<file path="src/rtl/stack_seq_ctrl_if.sv">
// ============================================================================
// Module   : stack_seq_ctrl_if
// Purpose  : Core-op, stack-control, FILL/DUMP and status bundle of stack_seq_ctrl.
// Revision : 1.0 - initial release
// ============================================================================
`default_nettype none

interface stack_seq_ctrl_if #(
    parameter int DW = 5
);
    logic [1:0]    core_op;
    logic [15:0]   core_wd;
    logic          core_stall;
    logic          stk_we;
    logic [1:0]    stk_delta;
    logic [15:0]   stk_wd;
    logic [15:0]   stk_rd;
    logic          fill_req;
    logic [15:0]   fill_val;
    logic          dump_req;
    logic [15:0]   dump_data;
    logic          dump_valid;
    logic          dump_ready;
    logic          dump_last;
    logic          busy;
    logic [DW-1:0] depth;
    logic [DW-1:0] hiwater;
    logic          ovf;
    logic          unf;
    logic          clr_flags;

    modport slave (
        input  core_op, core_wd, stk_rd, fill_req, fill_val,
               dump_req, dump_ready, clr_flags,
        output core_stall, stk_we, stk_delta, stk_wd, dump_data,
               dump_valid, dump_last, busy, depth, hiwater, ovf, unf
    );

    modport master (
        output core_op, core_wd, stk_rd, fill_req, fill_val,
               dump_req, dump_ready, clr_flags,
        input  core_stall, stk_we, stk_delta, stk_wd, dump_data,
               dump_valid, dump_last, busy, depth, hiwater, ovf, unf
    );
endinterface

`default_nettype wire

</file>
<file path="src/rtl/stack_seq_ctrl.sv">
// ============================================================================
// Module   : stack_seq_ctrl
// Purpose  : Op sequencer, depth/flag guard and FILL/DUMP engine for one J1a stack.
// Revision : 1.0 - initial release
// ============================================================================
`default_nettype none

module stack_seq_ctrl #(
    parameter int DEPTH = 18,
    parameter int DW    = $clog2(DEPTH + 2)
) (
    input  logic            clk,
    input  logic            resetq,
    stack_seq_ctrl_if.slave bus
);

    typedef enum logic [1:0] {
        S_IDLE = 2'd0,
        S_FILL = 2'd1,
        S_DUMP = 2'd2
    } state_e;

    localparam logic [1:0]    OP_PUSH = 2'b01;
    localparam logic [1:0]    OP_REPL = 2'b10;
    localparam logic [1:0]    OP_POP  = 2'b11;
    localparam logic [DW-1:0] CAP     = DW'(DEPTH + 1);
    localparam logic [DW-1:0] ONE     = DW'(1);

    state_e        state_q, state_d;
    logic [DW-1:0] k_q, k_d;
    logic [DW-1:0] depth_q, depth_d;
    logic [DW-1:0] hiwater_q, hiwater_d;
    logic [15:0]   pattern_q, pattern_d;
    logic          ovf_q, ovf_d;
    logic          unf_q, unf_d;

    logic          ovf_set;
    logic          unf_set;
    logic          we;
    logic [1:0]    delta;
    logic [15:0]   wd;
    logic          dvalid;
    logic          dlast;

    always_ff @(posedge clk) begin
        if (!resetq) begin
            state_q   <= S_IDLE;
            k_q       <= '0;
            depth_q   <= '0;
            hiwater_q <= '0;
            pattern_q <= '0;
            ovf_q     <= 1'b0;
            unf_q     <= 1'b0;
        end else begin
            state_q   <= state_d;
            k_q       <= k_d;
            depth_q   <= depth_d;
            hiwater_q <= hiwater_d;
            pattern_q <= pattern_d;
            ovf_q     <= ovf_d;
            unf_q     <= unf_d;
        end
    end

    always_comb begin
        state_d   = state_q;
        k_d       = k_q;
        depth_d   = depth_q;
        pattern_d = pattern_q;
        ovf_set   = 1'b0;
        unf_set   = 1'b0;
        we        = 1'b0;
        delta     = 2'b00;
        wd        = bus.core_wd;
        dvalid    = 1'b0;
        dlast     = 1'b0;

        case (state_q)
            S_IDLE: begin
                // Boundary ops still reach the stack; only the counter saturates.
                case (bus.core_op)
                    OP_PUSH: begin
                        we    = 1'b1;
                        delta = 2'b01;
                        if (depth_q == CAP) ovf_set = 1'b1;
                        else                depth_d = depth_q + ONE;
                    end
                    OP_REPL: begin
                        we = 1'b1;
                        if (depth_q == '0) depth_d = ONE;
                    end
                    OP_POP: begin
                        delta = 2'b11;
                        if (depth_q == '0) unf_set = 1'b1;
                        else               depth_d = depth_q - ONE;
                    end
                    default: ;
                endcase

                if (bus.fill_req) begin
                    state_d   = S_FILL;
                    pattern_d = bus.fill_val;
                    k_d       = '0;
                end else if (bus.dump_req) begin
                    state_d = S_DUMP;
                end
            end

            S_FILL: begin
                we    = 1'b1;
                delta = 2'b01;
                wd    = pattern_q;
                if (k_q == CAP - ONE) begin
                    state_d = S_IDLE;
                    depth_d = '0;
                end else begin
                    k_d = k_q + ONE;
                end
            end

            S_DUMP: begin
                if (depth_q == '0) begin
                    state_d = S_IDLE;
                end else begin
                    dvalid = 1'b1;
                    dlast  = (depth_q == ONE);
                    if (bus.dump_ready) begin
                        delta   = 2'b11;
                        depth_d = depth_q - ONE;
                        if (dlast) state_d = S_IDLE;
                    end
                end
            end

            default: state_d = S_IDLE;
        endcase

        // A fresh event beats a coincident clear.
        ovf_d     = ovf_set | (ovf_q & ~bus.clr_flags);
        unf_d     = unf_set | (unf_q & ~bus.clr_flags);
        hiwater_d = bus.clr_flags        ? depth_d :
                    (depth_d > hiwater_q) ? depth_d : hiwater_q;
    end

    // Reset gates every stack-moving output so an abort cannot shift the stack.
    assign bus.stk_we     = we & resetq;
    assign bus.stk_delta  = resetq ? delta : 2'b00;
    assign bus.stk_wd     = wd;
    assign bus.dump_valid = dvalid & resetq;
    assign bus.dump_last  = dlast & resetq;
    assign bus.dump_data  = bus.stk_rd;
    assign bus.busy       = (state_q != S_IDLE) & resetq;
    assign bus.core_stall = bus.busy;
    assign bus.depth      = depth_q;
    assign bus.hiwater    = hiwater_q;
    assign bus.ovf        = ovf_q;
    assign bus.unf        = unf_q;

endmodule

`default_nettype wire

</file>
<file path="src/flat_wrapper.sv">
// flat-port wrapper written by rule: the top's interface ports become plain ports
module stack_seq_ctrl_flat 
#(
    parameter int DEPTH = 18,
    parameter int DW    = $clog2(DEPTH + 2)
)
  (clk, resetq, bus_core_op, bus_core_wd, bus_stk_rd, bus_fill_req, bus_fill_val, bus_dump_req, bus_dump_ready, bus_clr_flags, bus_core_stall, bus_stk_we, bus_stk_delta, bus_stk_wd, bus_dump_data, bus_dump_valid, bus_dump_last, bus_busy, bus_depth, bus_hiwater, bus_ovf, bus_unf);
  stack_seq_ctrl_if #(.DW(DW)) bus_i ();
  input  logic clk;
  input  logic resetq;
  input wire logic [$bits(bus_i.core_op)-1:0] bus_core_op;
  input wire logic [$bits(bus_i.core_wd)-1:0] bus_core_wd;
  input wire logic [$bits(bus_i.stk_rd)-1:0] bus_stk_rd;
  input wire logic [$bits(bus_i.fill_req)-1:0] bus_fill_req;
  input wire logic [$bits(bus_i.fill_val)-1:0] bus_fill_val;
  input wire logic [$bits(bus_i.dump_req)-1:0] bus_dump_req;
  input wire logic [$bits(bus_i.dump_ready)-1:0] bus_dump_ready;
  input wire logic [$bits(bus_i.clr_flags)-1:0] bus_clr_flags;
  output wire logic [$bits(bus_i.core_stall)-1:0] bus_core_stall;
  output wire logic [$bits(bus_i.stk_we)-1:0] bus_stk_we;
  output wire logic [$bits(bus_i.stk_delta)-1:0] bus_stk_delta;
  output wire logic [$bits(bus_i.stk_wd)-1:0] bus_stk_wd;
  output wire logic [$bits(bus_i.dump_data)-1:0] bus_dump_data;
  output wire logic [$bits(bus_i.dump_valid)-1:0] bus_dump_valid;
  output wire logic [$bits(bus_i.dump_last)-1:0] bus_dump_last;
  output wire logic [$bits(bus_i.busy)-1:0] bus_busy;
  output wire logic [$bits(bus_i.depth)-1:0] bus_depth;
  output wire logic [$bits(bus_i.hiwater)-1:0] bus_hiwater;
  output wire logic [$bits(bus_i.ovf)-1:0] bus_ovf;
  output wire logic [$bits(bus_i.unf)-1:0] bus_unf;
  assign bus_i.core_op = bus_core_op;
  assign bus_i.core_wd = bus_core_wd;
  assign bus_i.stk_rd = bus_stk_rd;
  assign bus_i.fill_req = bus_fill_req;
  assign bus_i.fill_val = bus_fill_val;
  assign bus_i.dump_req = bus_dump_req;
  assign bus_i.dump_ready = bus_dump_ready;
  assign bus_i.clr_flags = bus_clr_flags;
  assign bus_core_stall = bus_i.core_stall;
  assign bus_stk_we = bus_i.stk_we;
  assign bus_stk_delta = bus_i.stk_delta;
  assign bus_stk_wd = bus_i.stk_wd;
  assign bus_dump_data = bus_i.dump_data;
  assign bus_dump_valid = bus_i.dump_valid;
  assign bus_dump_last = bus_i.dump_last;
  assign bus_busy = bus_i.busy;
  assign bus_depth = bus_i.depth;
  assign bus_hiwater = bus_i.hiwater;
  assign bus_ovf = bus_i.ovf;
  assign bus_unf = bus_i.unf;
  stack_seq_ctrl #(.DEPTH(DEPTH), .DW(DW)) u_core (.clk(clk), .resetq(resetq), .bus(bus_i));
endmodule
</file>
<file path="config.mk">
export PLATFORM = sky130hd
export DESIGN_NAME = stack_seq_ctrl_flat
export DESIGN_NICKNAME = d
export VERILOG_FILES = /design/src/rtl/stack_seq_ctrl_if.sv /design/src/rtl/stack_seq_ctrl.sv /design/src/flat_wrapper.sv
export SDC_FILE = /design/constraint.sdc
export NUM_CORES = 1
export LEC_CHECK = 0
export BUFFER_PORTS_ARGS = -buffer_cell sky130_fd_sc_hd__buf_2
export CAP_MARGIN = 20
export CORE_MARGIN = 1
export CORE_UTILIZATION = 48
export DETAILED_ROUTE_END_ITERATION = 16
export PLACE_DENSITY = 0.92
export RECOVER_POWER = 50
export SLEW_MARGIN = 5
export SYNTH_ARGS = -nofsm -noshare
export SYNTH_HDL_FRONTEND = slang
export SYNTH_SLANG_ARGS = --single-unit
</file>
<file path="constraint.sdc">
create_clock -name clk -period 4.1 [get_ports clk]
set_clock_uncertainty 0.1 [all_clocks]
set_input_delay 0.41 -clock clk [delete_from_list [all_inputs] [get_ports clk]]
set_output_delay 0.41 -clock clk [all_outputs]
set_load 0.02 [all_outputs]
</file>
* Word-level counts from Yosys, hierarchy flattened *
Cells that the tools add are included.
W data, S select, Z words.

cells by class
  magnitude comparators = 1
  equality and inequality tests = 14
  reduce and logical (&&, ||, !) cells = 9
  bitwise operators = 9
  mux-type cells = 38
  add/subtract/negate cells = 3

operators by type and width
  kind                   count
  $mux W5                10
  $pmux W5 S3            2
  $mux W2                9
  $mux W16               1
  $pmux W2 S3            2
  $mux W1                11
  $add A5 B1 Y5 const B  2
  $eq A5 B5 Y1 const B   2
  $pmux W5 S2            1
  $and A1 B1 Y1          6
  $eq A2 B2 Y1 const B   3
  $reduce_bool A2 Y1     3
  $eq A5 B1 Y1 const B   1
  $gt A5 B5 Y1           1
  $logic_not A5 Y1       1
  $sub A5 B1 Y5 const B  1
  $eq A2 B1 Y1 const B   2
  $ne A2 B2 Y1 const B   2
  $pmux W2 S2            1
  $reduce_and A4 Y1      1
  $ne A3 B1 Y1 const B   1
  $ne A3 B2 Y1 const B   1
  $ne A3 B3 Y1 const B   1
  $reduce_and A3 Y1      1
  other kinds (7)        8

storage, ports and cells
  input bits = 56
  bits in registers = 35
  output and inout bits = 51

* Longest topological paths before layout *
  depth in word-level cells = 7
  gate-level depth with buffers = 15

* Least setup slack after synthesis *
OpenSTA, ideal clock, no wires.

  path type = register -> register
  from = register u_core.depth_q[0] (netlist: u_core.bus.depth[0])
  to = register u_core.hiwater_q[1] (netlist: u_core.bus.hiwater[1])
  setup time = 88 ps
  cell stages (with the launch flop) = 15
  arrival = 3091 ps
  data required time = 3912 ps
  path slack = 820 ps
  clock period less this slack = 3280 ps
  cell sequence = dfxtp_1 -> inv_1 -> ha_1 -> nor4b_4 -> inv_2 -> a221oi_2 -> o22ai_1 -> a21oi_2 -> inv_1 -> ha_1 -> a21o_1 -> a21oi_1 -> a32oi_1 -> or2_2 -> a311oi_2

on the way
  longest elaborated chain between the ends = 6
  elaborated cells between the ends (all ways) = 16
  classes of those cells = add/sub: 2; order compare: 1; eq/ne: 1; mux: 10; reduce/logical: 2

ends and longest elaborated chain
  what                                           line                                         RTL
  start, declared                                stack_seq_ctrl.sv:31                         logic [DW-1:0] depth_q, depth_d;
  start signal, assigned                         stack_seq_ctrl.sv:57                         depth_q <= depth_d;
  $sub A5 B1 Y5, or another cell as far along    stack_seq_ctrl.sv:95, stack_seq_ctrl.sv:129
  $mux W5 (on tied branches)                     -
  $pmux W5 S3 / $mux W5 (equally long branches)  stack_seq_ctrl.sv:81, stack_seq_ctrl.sv:122
  $pmux W5 S3 (*)                                stack_seq_ctrl.sv:78                         case (state_q)
  named net u_core.depth_d[3]                    stack_seq_ctrl.sv:31
  $gt A5 B5 Y1 (*)                               stack_seq_ctrl.sv:142                        (depth_d > hiwater_q) ? depth_d : hiwater_q;
  $reduce_bool A2 Y1 (no line) (*)               -
  end signal, assigned                           stack_seq_ctrl.sv:58                         hiwater_q <= hiwater_d;
  end, declared                                  stack_seq_ctrl.sv:32                         logic [DW-1:0] hiwater_q, hiwater_d;

Mark *: on every way through the listed nets, which the timed path passes. The rest lies on a longest branch. The select of a mux whose other input is x is not followed.
A chain may end at the register's enable or synchronous reset.

* Final worst setup path *
Ends and elaborated chain as after synthesis.

==> qor.txt <==
=====================================================================================
Total negative setup slack                                                       0 ns
Fmax                                                                          270 MHz
Number of library cell types mapped by synthesis                                   48
Initial core utilization                                                        50.3%
Worst Path Required                                                           4.16 ns
Number of antenna violations at the first check in global routing                   0
Clock tree root buffer cell                                                  clkbuf_8
Share of the yosys chip area belonging to registers                             29.1%
Final Routed Wirelength                                                       6.42 mm
Post-CTS Hold Fix Bufs                                                              0
Area share of the largest cell type after synthesis                             29.1%
Synthesized instance count                                                        339
Clock transition at path regs                                                 0.07 ns
Synth top cells by count                                                 nand2_1, dfxtp_1, a21oi_1
Unrepaired setup endpoints after global routing                                 false
Leakage power                                                                 1.30 nW
Worst Hold Path Cells                                                               3
Post-synthesis cell area                                                     2410 um2
Net count after synthesis                                                         411
Final worst-path cycle share                                                    90.4%
Number of filler instances in the final layout                                    433
Placement row count                                                                25
Worst-skew pair later-pin latency                                             0.29 ns
Number of nets at the end of the flow                                             460
Actual transition at the worst max-transition pin                             1.04 ns
Count of state elements after synthesis                                            35
Number of setup violations in the final report                                      0
Overflow left after global routing                                                  0
Slowest cell delay on critical path                                           0.46 ns
Top-level I/O count                                                               107
H-tree level count                                                                  2
Total routing resource utilization after global routing                         24.5%
First drt pass iteration count                                                      4
Number of flops mapped to enable cells by yosys                                     0
Worst IR Drop VDD                                                              495 uV
Top cells by area in the synthesized netlist                             dfxtp_1, nand2_1, ha_1
Cell-by-cell listing of the critical path                                inv_1 > ha_1 > nor4b_4 > or3_1 > o22ai_1 > o21ai_0 > inv_1 > ha_1 > and3_1 > o21ai_1 > a32oi_1 > or2_2 > a311oi_2
Number of gates resized after CTS                                                   0
Post-CTS Repair Setup Buffers                                                       0
Avg Inst Size Synth                                                          7.10 um2
Post-layout minimum cycle time                                                3.71 ns
R2R Setup Slk                                                                 0.39 ns
Maximum fanout along the worst path                                                10
Routed wire length per instance                                               14.1 um
Kind of critical path                                                    register to register
Slowest cell on crit path                                                     o21ai_0
Endpoint type of the worst setup path                                        register
Vias after detailed routing                                                     2,531
Total power consumption of the routed design                                  1.33 mW
Maximum clock insertion buffer count                                                2
Remaining antenna violation count after routing                                     0
Result of the run                                                           completed
Height of the chip                                                            72.8 um
Synth warn                                                                          0
Power density cells                                                        480 nW/um2
Die ar.                                                                      5300 um2
Reported max-cap violation count                                                    0
Tightest Hold Check Type                                                 input pin to register
Cell type contributing the most total cell area after synthesis               dfxtp_1
Normalized max-slew margin                                                      30.6%
Largest net degree at the start of global routing                                  33
Dominant cell by count in the synthesized netlist                             nand2_1
Synth-to-layout area growth                                                     15.2%
Endpoint arrival time on the critical path                                    3.76 ns
R2r worst-path depth                                                               13
Hold Violations, Final                                                              0
Fraction of final layout cells sized beyond drive strength 1                    19.0%
Number of buffers inserted by port buffering                                       74
Number of buffers added by the clock tree synthesis step                            5
Final weighted congestion in routability-driven placement                       0.988
Wire length of the first global-routing pass                                  10.2 mm
Most used DFF post-synth                                                      dfxtp_1
DRC errors left                                                                     0
CTS tree                                                                         done
Core Footprint                                                               4790 um2
Die boundary width                                                            72.8 um
Post-DP HPWL                                                                  4.69 mm
Max Slew Vio Count                                                                  0
FFs w/ async S/R, synth                                                            0%
Number of global-route vias before repair                                       2,253
Number of vias per cell after detailed routing                                   5.55
# diodes                                                                            0
CTS sink count                                                                     35
Kind of start point of the critical path                                     register
Count of routing violations after the opening detailed-route iteration            127
=====================================================================================
[stage by stage]
stage	setup WS, ns	cells	area [um2]	utilization (%)	hold WS, ns
5_1_grt	0.120	456	2780	58.0	0.272
6_report	0.392	456	2780	58.0	0.255
3_3_place_gp	0.688	448	2680	56.0	0.343
4_1_cts	0.509	456	2800	58.5	0.253
3_5_place_dp	0.522	448	2680	56.0	0.348
2_1_floorplan	0.820	339	2410	-	0.337
[area by class of cell]
cell class | count | area (um2) | share of cell area [%]
clock buffers | 6 | 82.6 | 2.98
flip-flops and latches | 35 | 701 | 25.2
repair buffers | 76 | 362 | 13.0
well taps | 67 | 83.8 | 3.02
clock inverters | 2 | 35.0 | 1.26
inverters | 18 | 67.6 | 2.43
multi-input cells | 252 | 1440 | 52.0
[kinds of logic after synthesis]
group           Yosys count  synth area share (%)
simple gates            157                  29.5
buf+inv                  52                  11.0
compound gates           72                  19.5
xor+xnor                  5                  1.82
mux                       2                 0.831
flops                    35                  29.1
fa+ha+maj                16                  8.31
[sequential cells by signal, indices dropped and copies added, names as in the netlist]
name,cells
u_core.bus.depth,5
u_core.bus.hiwater,5
u_core.bus.ovf,1
u_core.bus.unf,1
u_core.k_q,5
u_core.pattern_q,16
u_core.state_q,2
[cell usage in the layout (no fill, tap or decap), types with 3 or more instances in the layout]
cell       n
nand2b_1   8
o21ai_0    3
ha_1      16
o31ai_1    5
clkbuf_8   6
nand4_1    5
nor2_1    20
nor2b_1    3
a21o_1     3
dfxtp_1   35
buf_2     58
a21oi_1   33
clkbuf_1  17
nor3_1     6
inv_1     15
nand3_1    8
a31oi_1    6
nand2_1   94
xor2_1     5
[critical path: cells and delay by family, from the launching register on]
| kind | cells | cell delay [ns] |
|---|---|---|
| fa+ha+maj | 2 | 0.54 |
| simple gates | 4 | 1.04 |
| buf+inv | 2 | 0.30 |
| compound gates | 5 | 1.18 |
| flops | 1 | 0.41 |
[layer usage]
layer	share of wire, %	GRT usage, %
met1	41	30.0
met2	50	42.2
met3	6.9	4.70
met4	2.0	10.0
met5	0	0
[worst paths after layout]
check	startpoint	to
setup / recovery	u_core.bus.depth[0]	u_core.bus.hiwater[1]
hold / removal	bus_fill_val[14]	u_core.pattern_q[14]
setup reg to reg	u_core.bus.depth[0]	u_core.bus.hiwater[1]
hold reg to reg	u_core.pattern_q[3]	u_core.pattern_q[3]
[where the power goes]
part | internal (mW) | total (mW) | switching [mW]
registers | 0.388 | 0.451 | 0.0638
clock network | 0.197 | 0.323 | 0.126
logic | 0.204 | 0.559 | 0.354
total | 0.789 | 1.33 | 0.544
No activity file was read; power rests on OpenSTA's default activity.
